## src/rtl/seq_data_compare.sv

```systemverilog
// rtl/seq_data_compare.sv - multi-cycle chunked magnitude comparator, MSB chunk first, early exit
module seq_data_compare #(
    parameter int WIDTH = 32,
    parameter int CHUNK = 4
) (
    input  logic                                 iClk,
    input  logic                                 iRst,
    input  logic                                 iStart,
    input  logic                                 iSigned,
    input  logic [WIDTH-1:0]                     iData_a,
    input  logic [WIDTH-1:0]                     iData_b,
    output logic                                 oBusy,
    output logic                                 oDone,
    output logic [2:0]                           oData,
    output logic [$clog2(WIDTH/CHUNK+1)-1:0]     oCount
);

    localparam int NCHUNK = WIDTH / CHUNK;
    localparam int PW     = $clog2(NCHUNK);
    localparam int CW     = $clog2(NCHUNK + 1);
    localparam logic [PW-1:0] PTR_TOP = PW'(NCHUNK - 1);

    typedef enum logic [1:0] {IDLE, SCAN, DONE} state_t;

    state_t           state;
    logic [WIDTH-1:0] a_q;
    logic [WIDTH-1:0] b_q;
    logic             sgn_q;
    logic [PW-1:0]    ptr;
    logic [CW-1:0]    cnt;

    logic [CHUNK-1:0] chunk_a;
    logic [CHUNK-1:0] chunk_b;
    logic             a_gt;
    logic             a_lt;
    logic [CW-1:0]    cnt_inc;

    // Chunk select as an explicit mux keeps the per-cycle logic depth to one chunk compare.
    always_comb begin
        chunk_a = '0;
        chunk_b = '0;
        for (int i = 0; i < NCHUNK; i++) begin
            if (ptr == PW'(i)) begin
                chunk_a = a_q[i*CHUNK +: CHUNK];
                chunk_b = b_q[i*CHUNK +: CHUNK];
            end
        end
        // Flipping the sign bit maps two's-complement order onto unsigned order.
        if (sgn_q && (ptr == PTR_TOP)) begin
            chunk_a[CHUNK-1] = ~chunk_a[CHUNK-1];
            chunk_b[CHUNK-1] = ~chunk_b[CHUNK-1];
        end
        a_gt    = chunk_a > chunk_b;
        a_lt    = chunk_a < chunk_b;
        cnt_inc = cnt + CW'(1);
    end

    always_ff @(posedge iClk) begin
        if (iRst) begin
            state  <= IDLE;
            a_q    <= '0;
            b_q    <= '0;
            sgn_q  <= 1'b0;
            ptr    <= '0;
            cnt    <= '0;
            oBusy  <= 1'b0;
            oDone  <= 1'b0;
            oData  <= 3'b000;
            oCount <= '0;
        end else begin
            case (state)
                IDLE, DONE: begin
                    oDone <= 1'b0;
                    if (iStart) begin
                        a_q   <= iData_a;
                        b_q   <= iData_b;
                        sgn_q <= iSigned;
                        ptr   <= PTR_TOP;
                        cnt   <= '0;
                        oBusy <= 1'b1;
                        state <= SCAN;
                    end else begin
                        state <= IDLE;
                    end
                end
                SCAN: begin
                    cnt <= cnt_inc;
                    if (a_gt || a_lt || (ptr == '0)) begin
                        if (a_gt) begin
                            oData <= 3'b100;
                        end else if (a_lt) begin
                            oData <= 3'b010;
                        end else begin
                            oData <= 3'b001;
                        end
                        oCount <= cnt_inc;
                        oDone  <= 1'b1;
                        oBusy  <= 1'b0;
                        state  <= DONE;
                    end else begin
                        ptr <= ptr - PW'(1);
                    end
                end
                default: begin
                    oBusy <= 1'b0;
                    oDone <= 1'b0;
                    state <= IDLE;
                end
            endcase
        end
    end

endmodule
```

## config.mk

```make
export PLATFORM = sky130hd
export DESIGN_NAME = seq_data_compare
export DESIGN_NICKNAME = d
export VERILOG_FILES = /design/src/rtl/seq_data_compare.sv
export SDC_FILE = /design/constraint.sdc
export NUM_CORES = 1
export LEC_CHECK = 0
export BUFFER_PORTS_ARGS = -buffer_cell sky130_fd_sc_hd__buf_2
export CAP_MARGIN = 10
export CORE_MARGIN = 8
export CORE_UTILIZATION = 55
export DETAILED_ROUTE_END_ITERATION = 7
export GPL_ROUTABILITY_DRIVEN = 0
export HOLD_SLACK_MARGIN = 0.08
export PLACE_DENSITY = 0.78
export SYNTH_ARGS = -nofsm -noshare
export SYNTH_HDL_FRONTEND = slang
export SYNTH_SLANG_ARGS = --single-unit
export TNS_END_PERCENT = 10
```

## constraint.sdc

```tcl
create_clock -name iClk -period 4.4 [get_ports iClk]
set_input_delay 0.44 -clock iClk [delete_from_list [all_inputs] [get_ports iClk]]
set_output_delay 0.44 -clock iClk [all_outputs]
set_load 0.1 [all_outputs]
```

# After elaboration in Yosys (flattened, before gate mapping)
# Index checks and enable logic that the tools add are counted.
dict set report totals {
  ff_bits 83
  in_bits 68
  out_inout_bits 9
  word_cells 73
}
dict set report classes {
  add_sub_neg 2
  n_lt_le_gt_ge 2
  eq_ne 12
  n_mux 31
  bitwise 3
  reduce_logical 13
}
# op count
set op_table {}
lappend op_table {{$mux 4} 17}
lappend op_table {{$eq 3x3->1 const B} 4}
lappend op_table {{$mux 3} 3}
lappend op_table {{$pmux 4 s2} 1}
lappend op_table {{$reduce_and 2->1} 4}
lappend op_table {{$eq 3x2->1 const B} 2}
lappend op_table {{$ne 2x2->1 const B} 3}
lappend op_table {{$pmux 3 s2} 1}
lappend op_table {{$mux 1} 5}
lappend op_table {{$add 4x1->4 const B} 1}
lappend op_table {{$gt 4x4->1} 1}
lappend op_table {{$lt 4x4->1} 1}
lappend op_table {{$mux 2} 2}
lappend op_table {{$pmux 2 s2} 1}
lappend op_table {{$reduce_or 2->1} 2}
lappend op_table {{$eq 3x1->1 const B} 1}
lappend op_table {{$logic_not 3->1} 1}
lappend op_table {{$not 1->1} 3}
lappend op_table {{$reduce_and 3->1} 1}
lappend op_table {{$sub 3x1->3 const B} 1}
lappend op_table {{$eq 2x1->1 const B} 1}
lappend op_table {{$eq 2x2->1 const B} 1}
lappend op_table {{$logic_not 2->1} 1}
lappend op_table {{$logic_or 1x1->1} 2}
lappend op_table {{3 further kinds} 3}

# Logic depth before layout (Yosys ltp)
dict set report depth {
  word_depth 16
  depth_mapped 13
  depth_no_buf 11
}

# Worst setup path after synthesis
# Ideal clock, no wire load.
dict set report synth_path {
  path_type {reg2reg}
  from {register ptr[0]}
  to {register ptr[2]}
  setup_time_ps 75
  arrival_ps 2979
  required_ps 4325
  slack_ps 1346
  stages_incl_launch_ff 13
  n_path_buf 2
  synth_period_minus_slack_ps 3054
  path_cell_list {dfxtp_1 inv_1 ha_1 clkbuf_1 clkbuf_1 a21oi_1 a221oi_1 a21oi_1 ha_1 nand4_2 a311o_2 or4_1 a31oi_1}
}
dict set report synth_via {
  elab_chain_len 16
  word_cells_on_any_way 38
  classes_between {1 x add/sub; 2 x order compare; 8 x eq/ne; 20 x mux; 2 x bitwise; 5 x reduce/logical}
}
# item line_no
set synth_rtl {}
lappend synth_rtl {{start, declared} 29} ;# logic [PW-1:0] ptr;
lappend synth_rtl {{start signal, assigned} 101} ;# ptr <= ptr - PW'(1);
lappend synth_rtl {{$logic_not 3->1} {43, 88}}
lappend synth_rtl {{$mux 4 (8 in a row)} 43} ;# if (ptr == PW'(i)) begin
lappend synth_rtl {{$not 1->1 (on tied branches)} {50, 51}}
lappend synth_rtl {{$mux 1} 49} ;# if (sgn_q && (ptr == PTR_TOP)) begin
lappend synth_rtl {{$gt 4x4->1 / $lt 4x4->1 (equally long branches)} {53, 54}}
lappend synth_rtl {{$logic_or 1x1->1 (2 in a row)} 88} ;# if (a_gt || a_lt || (ptr == '0)) begin
lappend synth_rtl {{$ne 2x2->1 (no line)} n/a}
lappend synth_rtl {{$reduce_and 3->1 (no line)} n/a}
# Several ways; a longest one is shown, not always the timed one. The select of a mux whose other input is x is not followed.
# A chain may end at the register's enable or synchronous reset.

# Final worst setup path
dict set report layout_path {
  from {register ptr[1]}
  to {register ptr[2]}
}
# The elaborated chain is that of the path after synthesis.

==> results.md <==
* Prevailing post-synth register cell: dfxtp_1
* Antenna Violating Nets Remaining at 0
* CP cell instances: inv_1, ha_1, o21ai_0, a221oi_1, a21oi_1, ha_1, nand4_2, a311o_2, or4_1, a31oi_1
* Synth Area per Inst at 7.358 µm²
* Vias in the first global route at 3463
* Vias/cell at 5.398
* Worst Tran Pin Value at 1.016 ns
* CORE AREA at 6719 µm²
* Layout Nets at 643
* All-Layer GR Usage at 19.22%
* WP data required at 4.68 ns
* Diode count at 0
* Leakage power at 1.781 nW
* Port bufs at 76
* First-pass GRT wire length at 15680 µm
* Post-synth EDFFs at 0
* Unrepaired setup endpoints after global routing: no
* Initial Util at 56.07%
* Post-Syn Instances at 512
* Pins Over Slew Limit at 0
* Hold-fix buffers, CTS at 0
* Boundary Pins at 77
* # fillers at 607
* Initial antenna violation count at 0
* Finished Layout Cells at 650
* Top cells by area, synth: dfxtp_1 (44%), nand2_1 (16%), a21oi_1 (13%)
* Die Ht at 98.77 µm
* CP endpoint kind: flip-flop
* Mapped Area at 3767 µm²
* Setup TNS at 0 ns
* CTS tree: done
* Row cnt at 30
* Async set-reset flop share out of synthesis at 0%
* Class of the tightest hold or removal check: in -> reg
* Dpl hpwl at 6343 µm
* CTS max path bufs at 2
* Post-synthesis sequential area ratio at 44.10%
* H-tree levels at 3
* Top-count cell post-synth: nand2_1
* Die ar. at 9755 µm²
* Remaining Overflow, GRT at 0
* Iteration-0 DRC count of the detailed router at 149
* Classification of the worst setup path: reg -> reg
* Synth top cells by count: nand2_1 (164), a21oi_1 (101), dfxtp_1 (83)
* Via count at 3509
* Status: finished, final reports clean
* Area after DPL at 4140 µm²
* Clock transition at path regs at 0.08 ns
* DIE WIDTH at 98.77 µm
* Net Count, Synth at 590
* WHS at 0.3088 ns
* Final setup viols at 0
* Critical path's slowest cell: ha_1
* Count of buffer and inverter cells on the critical path at 1
* DRC Markers at 0
* Post-synth top area share at 44.10%
* Final Cell Area at 4402 µm²
* Pwr dens at 420.4 nW/µm²
* TritonCTS Buffers at 9
* CP Max Fanout at 31
* Setup crit start kind: flip-flop
* Largest net degree at the start of global routing at 67
* CP top delay family: compound AO/OA/AOI/OAI gates
* Minimum clock period at 3.637 ns
* Critical R2R Launch: ptr[1]
* Yosys cell types at 36
* Yosys top cell by area: dfxtp_1
* Arr. time, crit path at 3.91 ns
* Post-Place Setup Slack at 0.8331 ns
* Max Freq at 275.0 MHz
* Share of layout cells above drive strength 1 at 18.07%
* Final Worst Setup Slack at 0.7633 ns
* Root Driver: clkbuf_8
* Clock skew at 0.008376 ns
* Sink Count at 83
* Maximum vdd ir drop at 0.2628 mV
* Period utilization at 82.65%
* DRT Wirelength at 9086 µm
* #FFs+latches synth at 83
* Post-CTS setup repair buffer count at 0
* Final Hold Viols at 0
* Max_cap viols at 0
* CTS resizes at 0
* P&R area growth vs syn at 16.84%
* Largest stage delay on the critical path at 0.84 ns
* Insertion delay to the later sink of the worst-skew pair at 0.35 ns
* Total number of yosys warnings at 0
* CP startpoint: ptr[1]
* Worst rel slew slack at 32.24%
* Drt first pass iters at 4
* Placed Cells at 633
* Most frequent CP cell: ha_1
* Routed len/inst at 13.98 µm
* Min-delay src: iData_b[19]
## metrics by stage
| step | util (%) | power [mW] |
|---|---|---|
| 5_1_grt | 65.51 | 1.939 |
| 6_report | 65.51 | 1.851 |
| 2_1_floorplan | - | 1.114 |
| 4_1_cts | 65.21 | 1.858 |
| 3_3_place_gp | 61.62 | 1.196 |
| 3_5_place_dp | 61.62 | 1.207 |
## layout by cell type, fill, tap and decap left out, types with 2 or more instances in the layout
master / synthesis / layout
nand3b_1: 3 / 3
o211ai_1: 7 / 7
bufinv_16: 0 / 3
a211oi_1: 3 / 3
a21o_1: 3 / 3
nand3_1: 4 / 4
clkinv_2: 0 / 2
nor2_1: 11 / 11
buf_4: 0 / 4
nor3_1: 6 / 6
nand2_1: 164 / 164
dfxtp_1: 83 / 83
clkbuf_8: 0 / 10
a22oi_1: 8 / 8
o21ai_0: 19 / 19
nor2b_1: 10 / 9
nand2b_1: 8 / 7
inv_1: 11 / 11
nor3b_1: 2 / 2
xnor2_1: 3 / 3
a311oi_1: 2 / 2
ha_1: 10 / 10
buf_2: 1 / 76
a21oi_1: 101 / 101
a31oi_1: 2 / 2
## power by group
group | total (mW) | internal (mW) | switching, mW
clock network | 0.655 | 0.391 | 0.264
registers | 0.832 | 0.798 | 0.0331
logic | 0.364 | 0.126 | 0.237
total | 1.85 | 1.32 | 0.535
## worst min-delay path, stage by stage
cell and delay, ns:
buf_2 0.09, nand2_1 0.04, a21oi_1 0.05
## layout make-up
type                            instances  area [µm²]  area share (%)
Clock buffer                           11       141.4           3.212
Timing Repair Buffer                   81       430.4           9.778
Sequential cell                        83        1662           37.75
Tap cell                               80       100.1           2.274
Multi-Input combinational cell        379        1927           43.77
Inverter                               11       41.29          0.9380
Clock inverter                          5       100.1           2.274
## routing by layer
metal | track usage, % | vias up | wire, µm
met3 | 4.722 | 11 | 442
met2 | 31.39 | 73 | 4231
met5 | 0 | - | 0
li1 | - | 1821 | -
met1 | 23.63 | 1604 | 4292
met4 | 7.674 | 0 | 119
## sequential cells by signal, indices dropped and copies added (netlist names)
| signal | count |
|---|---|
| oBusy | 1 |
| a_q | 32 |
| cnt | 4 |
| b_q | 32 |
| ptr | 3 |
| oDone | 1 |
| state | 2 |
| sgn_q | 1 |
| oData | 3 |
| oCount | 4 |
## worst paths after layout
| path | endpoint | slack (ns) | cells past startpoint |
|---|---|---|---|
| worst max-delay path | ptr[2] | 0.76 | 10 |
| worst min-delay path | b_q[19] | 0.31 | 3 |
| worst max register to register | ptr[2] | 0.76 | 10 |
| worst min register to register | a_q[24] | 0.46 | 2 |
## kinds of logic after synthesis
kind of cell | synth area share [%]
xor gates and xnor gates | 0.9301
DFF | 44.10
AOI/OAI and AO/OA | 23.18
adders and majority gates | 3.321
buffers and inverters | 5.015
and+or+nand+nor | 23.45
(Power assumes the default switching activity.)
